==> config.mk <==
export PLATFORM = sky130hd
export DESIGN_NAME = saw_avg_filter
export DESIGN_NICKNAME = d
export VERILOG_FILES = /design/src/rtl/saw_avg_pkg.sv /design/src/rtl/saw_avg_delay_line.sv /design/src/rtl/saw_avg_filter.sv
export SDC_FILE = /design/constraint.sdc
export NUM_CORES = 1
export LEC_CHECK = 0
export CAP_MARGIN = 5
export CORE_ASPECT_RATIO = 1.4
export CORE_MARGIN = 3
export CORE_UTILIZATION = 40
export CTS_BUF_LIST = sky130_fd_sc_hd__clkbuf_16
export DETAILED_ROUTE_END_ITERATION = 7
export SKIP_CTS_REPAIR_TIMING = 1
export SLEW_MARGIN = 25
export SYNTH_ARGS = -nofsm -noshare
export SYNTH_HDL_FRONTEND = slang
export SYNTH_HIERARCHICAL = 1
export SYNTH_SLANG_ARGS = --single-unit
export TNS_END_PERCENT = 100
==> constraint.sdc <==
create_clock -name clk -period 6.97 [get_ports clk]
set_input_delay 1.394 -clock clk [delete_from_list [all_inputs] [get_ports clk]]
set_output_delay 1.394 -clock clk [all_outputs]
set_load 0.02 [all_outputs]
==> src/rtl/saw_avg_pkg.sv <==
// Shared types and constants for the saw_avg_filter moving-average stage.
package saw_avg_pkg;

    localparam int DATA_W       = 16;
    localparam int LOG2_MAX_WIN = 4;
    localparam int SUM_W        = DATA_W + LOG2_MAX_WIN;

    localparam logic [1:0] WIN_2  = 2'b00;
    localparam logic [1:0] WIN_4  = 2'b01;
    localparam logic [1:0] WIN_8  = 2'b10;
    localparam logic [1:0] WIN_16 = 2'b11;

    typedef enum logic [1:0] {
        EMPTY,
        FILL,
        FULL
    } fill_state_t;

    function automatic logic [2:0] win_log2(input logic [1:0] sel);
        case (sel)
            WIN_2:   return 3'd1;
            WIN_4:   return 3'd2;
            WIN_8:   return 3'd3;
            default: return 3'd4;
        endcase
    endfunction

endpackage

==> src/rtl/saw_avg_delay_line.sv <==
// Circular sample buffer: one write port at wr_ptr, combinational read at wr_ptr - rd_offset.
module saw_avg_delay_line #(
    parameter int DATA_W = 16,
    parameter int ADDR_W = 4
) (
    input  logic              clk,
    input  logic              wr_en,
    input  logic [ADDR_W-1:0] wr_ptr,
    input  logic [DATA_W-1:0] wr_data,
    input  logic [ADDR_W-1:0] rd_offset,
    output logic [DATA_W-1:0] rd_data
);

    // Contents are deliberately never cleared; the accumulator masks stale entries.
    logic [DATA_W-1:0] mem [2**ADDR_W];

    always_ff @(posedge clk) begin
        if (wr_en) begin
            mem[wr_ptr] <= wr_data;
        end
    end

    assign rd_data = mem[wr_ptr - rd_offset];

endmodule

==> src/rtl/saw_avg_filter.sv <==
// Moving-average smoother (window 2/4/8/16) behind the sawtooth generator.
// Define SAW_AVG_ROUND_EN for round-half-up output instead of truncation.
module saw_avg_filter #(
    parameter int DATA_W       = 16,
    parameter int LOG2_MAX_WIN = 4
) (
    input  logic                     clk,
    input  logic                     rst,
    input  logic                     in_valid,
    input  logic signed [DATA_W-1:0] in_sample,
    input  logic [1:0]               win_sel,
    input  logic                     flush,
    output logic                     out_valid,
    output logic signed [DATA_W-1:0] out_sample,
    output logic                     settled
);
    import saw_avg_pkg::*;

    // state | meaning
    // EMPTY | no samples since last restart
    // FILL  | 0 < count < W, missing samples act as zeros
    // FULL  | window holds W real samples
    localparam int ACC_W = DATA_W + LOG2_MAX_WIN;
    localparam int CNT_W = LOG2_MAX_WIN + 1;

    fill_state_t             state_q, state_d;
    logic [CNT_W-1:0]        count_q, count_d;
    logic signed [ACC_W-1:0] sum_q, sum_d;
    logic [LOG2_MAX_WIN-1:0] wr_ptr_q;
    logic [1:0]              win_q, win_d;
    logic [2:0]              log2_w;
    logic [CNT_W-1:0]        win_len_q, win_len_d;
    logic                    restart;
    logic signed [DATA_W-1:0] x_old;
    logic signed [ACC_W-1:0] x_new_ext, x_old_ext;
    logic signed [ACC_W:0]   rnd_sum;
    logic signed [DATA_W-1:0] out_d;

    assign win_len_q = CNT_W'(1) << win_log2(win_q);

    saw_avg_delay_line #(
        .DATA_W (DATA_W),
        .ADDR_W (LOG2_MAX_WIN)
    ) u_delay_line (
        .clk       (clk),
        .wr_en     (in_valid && !rst),
        .wr_ptr    (wr_ptr_q),
        .wr_data   (in_sample),
        .rd_offset (win_len_q[LOG2_MAX_WIN-1:0]),
        .rd_data   (x_old)
    );

    always_comb begin
        restart   = flush || (win_sel != win_q);
        win_d     = win_q;
        sum_d     = sum_q;
        count_d   = count_q;
        x_new_ext = {{LOG2_MAX_WIN{in_sample[DATA_W-1]}}, in_sample};
        x_old_ext = (count_q < win_len_q) ? '0 : {{LOG2_MAX_WIN{x_old[DATA_W-1]}}, x_old};

        if (in_valid) begin
            if (restart) begin
                sum_d   = x_new_ext;
                count_d = CNT_W'(1);
                win_d   = win_sel;
            end else begin
                sum_d = sum_q + x_new_ext - x_old_ext;
                if (count_q != win_len_q) begin
                    count_d = count_q + 1'b1;
                end
            end
        end else if (flush) begin
            sum_d   = '0;
            count_d = '0;
        end

        log2_w    = win_log2(win_d);
        win_len_d = CNT_W'(1) << log2_w;
`ifdef SAW_AVG_ROUND_EN
        rnd_sum = {sum_d[ACC_W-1], sum_d} + ((ACC_W+1)'(1) << (log2_w - 3'd1));
`else
        rnd_sum = {sum_d[ACC_W-1], sum_d};
`endif
        out_d = DATA_W'(rnd_sum >>> log2_w);

        if (count_d == '0) begin
            state_d = EMPTY;
        end else if (count_d == win_len_d) begin
            state_d = FULL;
        end else begin
            state_d = FILL;
        end
    end

    always_ff @(posedge clk) begin
        if (rst) begin
            state_q    <= EMPTY;
            count_q    <= '0;
            sum_q      <= '0;
            wr_ptr_q   <= '0;
            win_q      <= win_sel;
            out_valid  <= 1'b0;
            out_sample <= '0;
        end else begin
            state_q   <= state_d;
            count_q   <= count_d;
            sum_q     <= sum_d;
            win_q     <= win_d;
            out_valid <= in_valid;
            if (in_valid) begin
                wr_ptr_q   <= wr_ptr_q + 1'b1;
                out_sample <= out_d;
            end
        end
    end

    assign settled = (state_q == FULL);

endmodule

==> flow_metrics.env, run 1 <==
export IMPL_fin_crit_sh_pct=91.2
export IMPL_core_sq_um=37000
export IMPL_final_area_sq_um=17300
export IMPL_rsz0062_at_grt="no"
export IMPL_critPathTopFamily="adder cells"
export IMPL_finalMaxSlewViolations=0
export IMPL_synthFlopType="edfxtp_1"
export IMPL_grt_max_degree=48
export IMPL_die_area_sq_um=40100
export IMPL_final_common_cell="edfxtp_1"
export IMPL_skew_ns=0.0261
export IMPL_crit_buf_inv=6
export IMPL_synth_cell_types=73
export IMPL_area_delta_synth_final_pct=14.5
export IMPL_syn_cell_area_sq_um=15100
export IMPL_mostFrequentLayoutCells="edfxtp_1, inv_1, nand2_1, nor2_1, a21oi_1"
export IMPL_path_cells="or2_2 > inv_1 > inv_1 > fa_2 > buf_12 > buf_12 > mux4_1 > nand2_1 > a22o_1 > nand3_1 > nand2_1 > inv_1 > fa_1 > inv_1 > ha_1 > nand2_1 > o21ai_0 > mux2i_1 > o41a_1 > o41ai_1 > or3_1 > a221oi_1 > a211oi_1 > nor4_1"
export IMPL_start_util_pct=40.8
export IMPL_start_kind="flop"
export IMPL_crit_top_cell="inv_1"
export IMPL_wire_per_inst_um=22.1
export IMPL_num_io_pins=40
export IMPL_path_clk_slew_ns=0.07
export IMPL_swShare_pct=29.6
export IMPL_die_height_um=236
export IMPL_nNetsFinal=1264
export IMPL_power_frac_comb_pct=25.7
export IMPL_power_switching_mw=1.51
export IMPL_worstPathMaxFanout=19
export IMPL_syn_inst=1139
export IMPL_drc_errors=0
export IMPL_yosysTopAreaCell="edfxtp_1"
export IMPL_status="finished clean"
export IMPL_grt_ovfl_total=0
export IMPL_worstMarginPinSlew_ns=1.08
export IMPL_grt_pass1_wl_mm=58.0
export IMPL_tns_ns=0
export IMPL_grt_pass1_vias=9913
export IMPL_p_leak_nw=6.18
export IMPL_gp_congestion=0.896
export IMPL_drtIter0Drc=710
export IMPL_drt_wl_total_mm=37.1
export IMPL_numCtsBuffers=30
export IMPL_clk_latency_ns=0.58
export IMPL_pwr_share_clk_pct=34.3
export IMPL_vias=9711
export IMPL_ir_worst_vdd_v=0.000150
export IMPL_crit_path_end_kind="flop"
export IMPL_period_needed_ns=6.36
export IMPL_finish_utilization_pct=46.7
export IMPL_io_buffers=39
export IMPL_ys_ff_latch=306
export IMPL_synth_edf_count=256
export IMPL_place_area_sq_um=16200
export IMPL_drt_first_pass_iters=7
export IMPL_htree_levels=1
export IMPL_p_per_area_nw_per_um2=294
export IMPL_numClockSinks=306
export IMPL_ctsLongestPathBuffers=3
export IMPL_n_antenna_cell=0
export IMPL_ant_nets=0
export IMPL_antenna_found_initial=0
export IMPL_nFillCells=3277
export IMPL_regArea_sq_um=8690
export IMPL_place_inst=1622
export IMPL_p_int_mw=3.58
export IMPL_synth_top_cell_area_share_pct=51.0
export IMPL_critPathKind="flop to flop"
export IMPL_drv_cap=0
export IMPL_fmax_ghz=0.157
export IMPL_die_width_um=170
export IMPL_setup_viol_count_final=0
export IMPL_finalPower_mw=5.08
export IMPL_syn_avg_cell_area_sq_um=13.2
export IMPL_slowest_stage="fa_2"
export IMPL_slew_headroom_pct=27.8
export IMPL_ys_seq_area_share_pct=57.6
export IMPL_cts_tree="built"
export IMPL_synthTopCellsByArea="edfxtp_1, mux4_2, dfxtp_1, mux4_1, ha_1"
export IMPL_cts_root_buf="clkbuf_16"
export IMPL_power_frac_seq_pct=40.1
export IMPL_grt_util_all_layers_pct=18.5
export IMPL_multi_input_area_sq_um=5810
export IMPL_crit_arrival_ns=6.83
export IMPL_viasPerCell=5.79
export IMPL_min_path_type="flop to flop"
export IMPL_post_route_cells_drive_above_1_share_pct=14.6
export IMPL_async_flop_share_pct=0
export IMPL_critPathRequiredTime_ns=7.45
export IMPL_slowest_delay_ns=0.91
export IMPL_hold_violations=0
export IMPL_dp_hpwl_mm=24.3
export IMPL_rows=83
export IMPL_yosys_warnings=6
export IMPL_finalNonFillerCells=1678
-- power by group through the flow --
| stage | sequential [mW] | combinational, mW | clock, mW |
|---|---|---|---|
| final | 2.04 | 1.30 | 1.74 |
| after detailed placement | 2.08 | 1.30 | 0 |
| after floorplan | 2.09 | 0.929 | 0 |
| after CTS | 2.04 | 1.30 | 1.78 |
| after global placement | 2.07 | 1.29 | 0 |
| after global routing | 2.04 | 1.43 | 1.86 |
-- registers in the layout, indices dropped and copies added (netlist names) --
name and cells:
wr_ptr_q 4, count_q 5, out_valid 1, win_q 2, u_delay_line/mem 256, state_q 2
sum_q 20, out_sample 16
-- synthesized netlist by cell type (5+ instances only) --
| library cell | n |
|---|---|
| a21o_1 | 9 |
| mux4_2 | 48 |
| buf_2 | 19 |
| a211oi_1 | 6 |
| xnor2_1 | 14 |
| o21a_1 | 8 |
| buf_6 | 5 |
| mux4_1 | 18 |
| nor3_1 | 24 |
| clkbuf_1 | 27 |
| o211ai_1 | 8 |
| or3_1 | 8 |
| dfxtp_1 | 50 |
| ha_1 | 35 |
| mux2_2 | 5 |
| edfxtp_1 | 256 |
| nor2_1 | 70 |
| inv_1 | 94 |
| o32ai_1 | 5 |
| a22o_1 | 17 |
| buf_4 | 5 |
| o221ai_1 | 6 |
| nand4_1 | 37 |
| a21oi_1 | 56 |
| mux2i_1 | 12 |
| and3_1 | 12 |
| and2_1 | 20 |
| nand2_1 | 78 |
| xor2_1 | 9 |
| fa_1 | 20 |
| a31oi_1 | 14 |
| o21ai_0 | 26 |
| nand3_1 | 42 |
-- cells by family (layout without fill, tap and decap cells) --
kind of cell               Yosys count  after routing  synth area share [%]
and+or+nand+nor                    314            314                  10.2
DFF                                306            306                  57.6
AOI/OAI and AO/OA                  198            198                  9.05
buffers and inverters              159            230                  4.77
muxes                               83             83                  11.5
adders and majority gates           55             55                  5.56
xor gates and xnor gates            23             23                  1.34
other                                1              2                0.0249
-- metal layers --
metal | up-vias | global-route usage (%) | share of wire, %
met5 | - | 0 | 0
met2 | 279 | 32.2 | 51
met1 | 4906 | 23.8 | 41
li1 | 4444 | - | -
met4 | 0 | 6.52 | 3.4
met3 | 82 | 2.28 | 4.8
-- final timing paths --
check	start	to	slack, ns	depth (start not counted)
worst max-delay path	win_q[1]	out_sample[14]	0.61	24
worst max register to register	win_q[1]	out_sample[14]	0.61	24
worst min register to register	out_sample[0]	out_sample[0]	0.46	2
worst min-delay path	out_sample[0]	out_sample[0]	0.46	2
-- layout make-up --
| type | count | area share [%] |
|---|---|---|
| clock inverters | 26 | 1.89 |
| multi-input cells | 675 | 33.7 |
| well taps | 467 | 3.38 |
| clock buffers | 30 | 4.35 |
| repair buffers | 79 | 4.36 |
| inverters | 95 | 2.06 |
| flip-flops and latches | 306 | 50.3 |
-- per-stage QoR --
| stage | hold WS (ns) | worst slack (ns) |
|---|---|---|
| floorplan | 0.467 | 1.67 |
| global placement | 0.450 | 0.732 |
| detailed placement | 0.459 | 0.673 |
| CTS | 0.467 | 0.632 |
| global route | 0.491 | 0.196 |
| finish | 0.461 | 0.612 |
-- worst min-delay path: stages, from the launching register on --
cell and delay [ns]:
dfxtp_1 0.31, nand2_1 0.05, o21ai_0 0.06
No activity file was read; power rests on OpenSTA's default activity.
==> inputs of run 2 (changes only) <==
--- a/config.mk
+++ b/config.mk
@@ -8,9 +8,10 @@
 export CAP_MARGIN = 5
 export CORE_ASPECT_RATIO = 1.4
 export CORE_MARGIN = 3
-export CORE_UTILIZATION = 40
+export CORE_UTILIZATION = 62
 export CTS_BUF_LIST = sky130_fd_sc_hd__clkbuf_16
 export DETAILED_ROUTE_END_ITERATION = 7
+export PLACE_DENSITY = 0.8
 export SKIP_CTS_REPAIR_TIMING = 1
 export SLEW_MARGIN = 25
 export SYNTH_ARGS = -nofsm -noshare
==> flow_metrics.env, run 2 (synthesis gave the netlist of run 1 again) <==
export IMPL_place_area_sq_um=15900
export IMPL_tns_ns=0
export IMPL_grt_pass1_wl_mm=60.0
export IMPL_fmax_ghz=0.158
export IMPL_wire_per_inst_um=25.7
export IMPL_grt_max_degree=49
export IMPL_hold_violations=0
export IMPL_ctsLongestPathBuffers=3
export IMPL_die_area_sq_um=26300
export IMPL_reg_top3="u_delay_line/mem: 256 flops, sum_q: 20 flops, out_sample: 16 flops"
export IMPL_finalMaxSlewViolations=0
export IMPL_final_area_sq_um=16800
export IMPL_drt_wl_total_mm=38.7
export IMPL_start_util_pct=63.9
export IMPL_post_route_cells_drive_above_1_share_pct=13.1
export IMPL_ant_nets=0
export IMPL_largest_reg_flops=256
export IMPL_start_kind="flop"
export IMPL_die_height_um=191
export IMPL_cts_root_buf="clkbuf_16"
export IMPL_place_inst=1458
export IMPL_grt_util_all_layers_pct=30.5
export IMPL_nFillCells=1569
export IMPL_regMostFlops="u_delay_line/mem"
export IMPL_crit_arrival_ns=6.77
export IMPL_final_common_cell="edfxtp_1"
export IMPL_holdWs_ns=0.480
export IMPL_mostFrequentLayoutCells="edfxtp_1, inv_1, nand2_1, nor2_1, a21oi_1"
export IMPL_min_path_type="flop to flop"
export IMPL_num_io_pins=40
export IMPL_setup_viol_count_final=0
export IMPL_antenna_found_initial=0
export IMPL_rsz0062_at_grt="no"
export IMPL_pre_cts_ws_ns=0.782
export IMPL_ir_worst_vdd_v=0.000250
export IMPL_viasPerCell=6.82
export IMPL_drt_first_pass_iters=6
export IMPL_die_width_um=138
export IMPL_worstPathMaxFanout=44
export IMPL_fin_crit_sh_pct=91.0
export IMPL_drtIter0Drc=1288
export IMPL_skew_ns=0.0167
export IMPL_nNetsFinal=1259
export IMPL_critPathRequiredTime_ns=7.40
export IMPL_core_sq_um=23600
export IMPL_io_buffers=39
export IMPL_p_per_area_nw_per_um2=286
export IMPL_finish_utilization_pct=71.0
export IMPL_worstMarginPinSlew_ns=0.976
export IMPL_area_delta_synth_final_pct=11.2
export IMPL_finalPower_mw=4.79
export IMPL_crit_path_end_kind="flop"
export IMPL_drv_cap=0
export IMPL_p_leak_nw=6.05
export IMPL_critPathKind="flop to flop"
export IMPL_clk_latency_ns=0.55
export IMPL_gp_congestion=0.931
export IMPL_rows=66
export IMPL_cts_tree="built"
export IMPL_grt_pass1_vias=10400
export IMPL_period_needed_ns=6.34
export IMPL_grt_ovfl_total=0
export IMPL_vias=10300
export IMPL_dp_hpwl_mm=24.3
export IMPL_numCtsBuffers=28
export IMPL_drc_errors=0
export IMPL_htree_levels=1
export IMPL_path_clk_slew_ns=0.07
export IMPL_numClockSinks=306
export IMPL_finalNonFillerCells=1505
export IMPL_finalWorstSetupSlack_ns=0.628
export IMPL_slew_headroom_pct=34.8
export IMPL_status="finished clean"
export IMPL_n_antenna_cell=0
## run 2: cell count changes in the layout (fill, tap and decap cells not counted), sizes merged
cell,delta
buf,-3
bufinv,-5
clkbuf,-1
clkinvlp,-3
## run 2: final cells by class
| class | instances | area, sq um | area share (%) |
|---|---|---|---|
| Sequential cell | 306 | 8690 | 51.8 |
| Multi-Input combinational cell | 675 | 5810 | 34.6 |
| Inverter | 95 | 357 | 2.13 |
| Timing Repair Buffer | 76 | 693 | 4.13 |
| Tap cell | 306 | 383 | 2.28 |
| Clock buffer | 29 | 726 | 4.33 |
| Clock inverter | 18 | 118 | 0.701 |
## run 2: path summary, 6_finish.rpt
kind                       from  slack [ns]  cells after the start       endpoint
setup / recovery       win_q[0]        0.63                     22  out_sample[9]
hold / removal    out_sample[0]        0.48                      2  out_sample[0]
setup reg to reg       win_q[0]        0.63                     22  out_sample[9]
hold reg to reg   out_sample[0]        0.48                      2  out_sample[0]
## run 2: critical path, stage by stage (launching register included)
cell	delay, ns
dfxtp_1	0.37
or2_2	0.32
inv_1	0.06
inv_1	0.07
fa_2	0.80
buf_12	0.31
buf_4	0.21
mux4_2	0.30
nand2_1	0.10
a22o_1	0.19
nand3_1	0.10
and2_1	0.16
fa_1	0.48
inv_1	0.04
ha_1	0.36
o21a_1	0.19
nand4_1	0.15
o221ai_1	0.13
or3_1	0.45
xor2_1	0.17
o311ai_0	0.61
mux2i_1	0.22
a221o_1	0.39
## run 2: power by group
| group | total [mW] | switching (mW) | leakage [nW] | internal, mW |
|---|---|---|---|---|
| clock | 1.44 | 0.651 | 0.420 | 0.787 |
| sequential | 2.04 | 0.0233 | 2.72 | 2.02 |
| combinational | 1.31 | 0.790 | 2.92 | 0.524 |
## run 2: routing by layer
layer  up-vias  global-route usage [%]  share of wire, %
li1       4428                       -                 -
met1      5066                    38.5                35
met2       630                    51.7                51
met3       141                    4.78               8.4
met4         0                    14.0               5.1
met5         -                       0                 0
==> inputs of run 3 (changes only) <==
--- a/config.mk
+++ b/config.mk
@@ -5,7 +5,6 @@
 export SDC_FILE = /design/constraint.sdc
 export NUM_CORES = 1
 export LEC_CHECK = 0
-export CAP_MARGIN = 5
 export CORE_ASPECT_RATIO = 1.4
 export CORE_MARGIN = 3
 export CORE_UTILIZATION = 62
==> results of run 3 <==
No change in the layout: final DEF, timing and power equal those of run 2.
==> edit 1: new RTL, flow settings as in run 3 <==
Register the output `out_sample` once more, without a reset; this adds one clock of latency there. The other outputs are not delayed to match.
--- a/src/rtl/saw_avg_filter.sv
+++ b/src/rtl/saw_avg_filter.sv
@@ -22,6 +22,8 @@
     // FULL  | window holds W real samples
     localparam int ACC_W = DATA_W + LOG2_MAX_WIN;
     localparam int CNT_W = LOG2_MAX_WIN + 1;
+
+    logic signed [DATA_W-1:0] out_sample_s0;
 
     fill_state_t             state_q, state_d;
     logic [CNT_W-1:0]        count_q, count_d;
@@ -100,7 +102,7 @@
             wr_ptr_q   <= '0;
             win_q      <= win_sel;
             out_valid  <= 1'b0;
-            out_sample <= '0;
+            out_sample_s0 <= '0;
         end else begin
             state_q   <= state_d;
             count_q   <= count_d;
@@ -109,12 +111,16 @@
             out_valid <= in_valid;
             if (in_valid) begin
                 wr_ptr_q   <= wr_ptr_q + 1'b1;
-                out_sample <= out_d;
+                out_sample_s0 <= out_d;
             end
         end
     end
 
     assign settled = (state_q == FULL);
 
+    always_ff @(posedge clk) begin
+        out_sample <= out_sample_s0;
+    end
+
 endmodule
 
Formal check against the unedited RTL: not equivalent (a bounded check fails within 4 cycles, from zero or initial values and one cycle with rst high).
==> edit 1 against run 3 <==
  * Clock skew up 2.6 ps
  * Critical path type unchanged
  * Area after synthesis rose by 3.1%
  * Combinational power grew 8%
  * Setup slack worse by 240 ps
  * Routed wire length shrank 4.0%
  * Synthesized cell count rose by 0.44%
  * Sequential cell count is 16 higher
  * Power increased by 7.2%
  * Cell area is 3.3% higher
  * Largest power group unchanged
  * Via count decreased by 1.5%
==> edit 1: results (changes against run 3) <==
metric,value,unit,change
pwr/cell area,296,mW/mm^2,+3.7%
Largest regs,"u_delay_line/mem (256), sum_q (20)",,
Hold Path End,out_sample[6],,
grt met1 use,33.0,%,-5.6 points
GRT Overall Usage,27.2,%,-3.3 points
CP top delay family,compound AO/OA/AOI/OAI gates,,
largest net degree at the start of global routing,58,,+18%
filler instances,1666,,+6.2%
DR pass1 iterations,7,,+1
Hold Startpoint,out_sample_s0[6],,
fin nets,1268,,+0.71%
final std cells w/o fill,1530,,+1.7%
grt met3 use,4.06,%,-0.72 points
"top cells by count, synth","edfxtp_1 (256), inv_1 (87), nand2_1 (87)",,
cts bufs inserted,30,,+7.1%
total routed wirelength,37200,um,-4.0%
Mean Syn Cell Area,13.6,sq um,+2.7%
Sw Ratio,30.5,%,-0.044 points
worst skew pair latency,570,ps,+20 ps
crit path DAT,7090,ps,+320 ps
met2 Resource Use GR,47.1,%,-4.6 points
Post-Place Worst Slack,691,ps,-91.1 ps
clock skew,19.3,ps,+2.62 ps
R2R setup slack,390,ps,-240 ps
status,completed,,
"Seq/Total Area, Yosys",57.9,%,+0.30 points
register share of total power,41.8,%,-0.8 points
Synth area leaders,"edfxtp_1 (49%), dfxtp_1 (8.5%), mux4_2 (7.2%), mux4_1 (3.0%), ha_1 (2.8%)",,
CP max stage cell,a2111oi_1,,
Min-Delay Path Depth,0,,-2
Initial DRC Count,967,,-25%
final period utilization,94.4,%,+3.4 points
Rel. slew slack,32.3,%,-2.4 points
==> edit 1: per-layer routing <==
metal  routed length [um]  up-vias
li1                     -     4447
met1                13400     4987
met2                18900      530
met3                 2790      148
met4                 2100        0
met5                    0        -
==> edit 1: final cells by class <==
| cell class | count | area (sq um) | area share, % |
|---|---|---|---|
| repair buffers | 79 | 716 | 4.13 |
| multi-input cells | 668 | 5920 | 34.2 |
| clock buffers | 31 | 776 | 4.48 |
| inverters | 90 | 338 | 1.95 |
| flip-flops and latches | 322 | 9010 | 52.0 |
| well taps | 315 | 394 | 2.27 |
| clock inverters | 25 | 174 | 1.00 |
==> edit 1: kinds of logic after synthesis <==
| group | count (synthesis) | synth area share (%) |
|---|---|---|
| flops | 322 | 57.9 |
| mux | 99 | 12.3 |
| buf+inv | 155 | 4.54 |
| other cells | 1 | 0.0241 |
| xor+xnor | 26 | 1.51 |
| simple gates | 311 | 9.75 |
| compound gates | 175 | 8.56 |
| fa+ha+maj | 55 | 5.39 |
==> edit 2: new RTL, config.mk and constraints of run 3 <==
Made on the original files. `DATA_W` is set to 16 in 3 places; all go to 18.
--- a/src/rtl/saw_avg_pkg.sv
+++ b/src/rtl/saw_avg_pkg.sv
@@ -1,7 +1,7 @@
 // Shared types and constants for the saw_avg_filter moving-average stage.
 package saw_avg_pkg;
 
-    localparam int DATA_W       = 16;
+    localparam int DATA_W       = 18;
     localparam int LOG2_MAX_WIN = 4;
     localparam int SUM_W        = DATA_W + LOG2_MAX_WIN;
 
--- a/src/rtl/saw_avg_delay_line.sv
+++ b/src/rtl/saw_avg_delay_line.sv
@@ -1,6 +1,6 @@
 // Circular sample buffer: one write port at wr_ptr, combinational read at wr_ptr - rd_offset.
 module saw_avg_delay_line #(
-    parameter int DATA_W = 16,
+    parameter int DATA_W = 18,
     parameter int ADDR_W = 4
 ) (
     input  logic              clk,
--- a/src/rtl/saw_avg_filter.sv
+++ b/src/rtl/saw_avg_filter.sv
@@ -1,7 +1,7 @@
 // Moving-average smoother (window 2/4/8/16) behind the sawtooth generator.
 // Define SAW_AVG_ROUND_EN for round-half-up output instead of truncation.
 module saw_avg_filter #(
-    parameter int DATA_W       = 16,
+    parameter int DATA_W       = 18,
     parameter int LOG2_MAX_WIN = 4
 ) (
     input  logic                     clk,
Interface: changed (resized in_sample and out_sample); port bits go from 40 to 44. The function was not compared with the original's and may differ.
==> edit 2 against run 3 <==
  * Non-clock buffer count increased by 21
  * Utilization rose by 0.18 points
  * Sequential share of layout area grew 0.21 points
  * Cell area rose by 12%
  * Die area is 10% higher
  * Setup slack worse by 170 ps
  * Routed wire length increased by 7.5%
  * Critical path type unchanged
  * Highest routed layer unchanged
  * Area after synthesis increased by 11%
  * Sequential cell count is 36 higher
  * Cell count grew 9.0%
  * Combinational power up 16%
  * Via count grew 6.4%
  * Power is 15% higher
==> edit 2: results (changes against run 3) <==
metric,value,unit,change
status,completed,,
GRT Overall Usage,29.3,%,-1.2 points
first-pass GRT wire length,63900,um,+6.5%
Slew @ Worst Pin,831,ps,-145 ps
clock root buffer,clkbuf_16,,
"top cells by count, synth","edfxtp_1 (288), inv_1 (102), nand2_1 (96)",,
fin nets,1378,,+9.5%
number of flops mapped to enable cells by yosys,288,,+13%
Initial DRC Count,1060,,-18%
asr flop ratio synth,0,%,unchanged
clock transition at the registers of the reported paths,70,ps,about the same
DP Wirelength,26900,um,+11%
worst skew pair latency,570,ps,+20 ps
largest net degree at the start of global routing,37,,-24%
Port Buffer Count,43,,+10%
Post-route DRC,0,,unchanged
synthesis warning total,6,,unchanged
maximum VDD drop,0.185,mV,-26%
filler instances,1685,,+7.4%
GP Congestion,0.942,,+1.2%
CTS H-tree depth,1,,unchanged
DR pass1 iterations,5,,-1
clock skew,13.7,ps,-2.97 ps
Clock Path Buffers,3,,unchanged
Hold/Removal Path Class,flip-flop to flip-flop,,
ANT cells,0,,unchanged
layout cells sized above 1,16.6,%,+3.5 points
static leakage,6.71,nW,+11%
Sw Ratio,30.4,%,-0.21 points
via count,10900,,+6.4%
crit path DAT,6950,ps,+180 ps
total routed wirelength,41600,um,+7.5%
cts bufs inserted,31,,+11%
post-synth cell types,87,,+19%
Crit Path Max Fanout,18,,-59%
Largest regs,"u_delay_line/mem (288), sum_q (22), out_sample (18)",,
initial antenna violation count,0,,unchanged
Synth area leaders,"edfxtp_1 (52%), mux4_2 (9.7%), dfxtp_1 (6.5%), ha_1 (2.8%), fa_1 (2.6%)",,
"Seq/Total Area, Yosys",58.4,%,+0.77 points
## edit 2: changes by cell type after synthesis, moves of 8 or more
| cell | change |
|---|---|
| a21oi_1 | -11 |
| nand3_1 | -12 |
| mux4_2 | +24 |
| edfxtp_1 | +32 |
| o21ai_1 | +11 |
| nand2_1 | +18 |
| clkbuf_1 | +12 |
| mux4_1 | -15 |
| inv_1 | +8 |
| and3_1 | -8 |
## edit 2: final cells by class
| type | instances | area (sq um) | area share, % |
|---|---|---|---|
| flip-flops and latches | 342 | 9730 | 52.0 |
| multi-input cells | 719 | 6310 | 33.7 |
| repair buffers | 97 | 868 | 4.64 |
| clock buffers | 31 | 776 | 4.15 |
| well taps | 324 | 405 | 2.17 |
| inverters | 104 | 393 | 2.10 |
| clock inverters | 24 | 225 | 1.20 |
## edit 2: kinds of logic (layout without fill, tap and decap cells)
group                      count (synthesis)  in the layout  synth area share [%]
muxes                                     99             99                  11.8
AOI/OAI and AO/OA                        219            219                  9.32
other                                      1              2                0.0225
buffers and inverters                    171            256                  4.48
adders and majority gates                 59             59                  5.42
and+or+nand+nor                          314            314                  9.10
DFF                                      342            342                  58.4
xor gates and xnor gates                  26             26                  1.50
## edit 2: power by group through the flow
stage | Combinational, mW | Sequential, mW | Clock, mW
2_1_floorplan | 1.05 | 2.33 | 0
3_3_place_gp | 1.46 | 2.32 | 0
3_5_place_dp | 1.49 | 2.32 | 0
4_1_cts | 1.50 | 2.28 | 1.71
5_1_grt | 1.64 | 2.28 | 1.78
6_report | 1.52 | 2.28 | 1.69
## edit 2: per-stage QoR
stage                     worst slack [ps]  area [sq um]  instances
after floorplan                       1460         16700       1232
after global placement                 699         17700       1586
after detailed placement               564         17700       1586
after CTS                              519         18700       1641
after global routing                   140         18700       1641
final                                  457         18700       1641
## edit 2: metal layers
| layer | part of all wire (%) | global-route usage (%) |
|---|---|---|
| met5 | 0 | 0 |
| met4 | 4.7 | 13.0 |
| met3 | 7.8 | 4.24 |
| met2 | 52 | 51.0 |
| met1 | 35 | 36.6 |
## edit 2: path summary, 6_finish.rpt
kind / start / endpoint / slack (ps) / cells after the start
worst min-delay path: out_sample[3] / out_sample[3] / 470 / 2
worst max-delay path: win_q[1] / out_sample[7] / 460 / 22
worst min register to register: out_sample[3] / out_sample[3] / 470 / 2
worst max register to register: win_q[1] / out_sample[7] / 460 / 22
## edit 2: worst max-delay path, cell delays in order (launching register included)
cell and delay, ps:
dfxtp_1 360, or2_2 320, inv_1 60, inv_1 60
fa_4 1020, buf_12 220, buf_4 200, mux4_2 320
nand4_1 120, nand3_1 140, and2_1 180, fa_1 480
inv_1 40, ha_1 350, a21oi_1 350, nand2_1 100
o21ai_1 460, mux2i_1 150, a222oi_1 610, inv_1 90
mux4_2 500, o21ai_1 140, o32ai_1 80
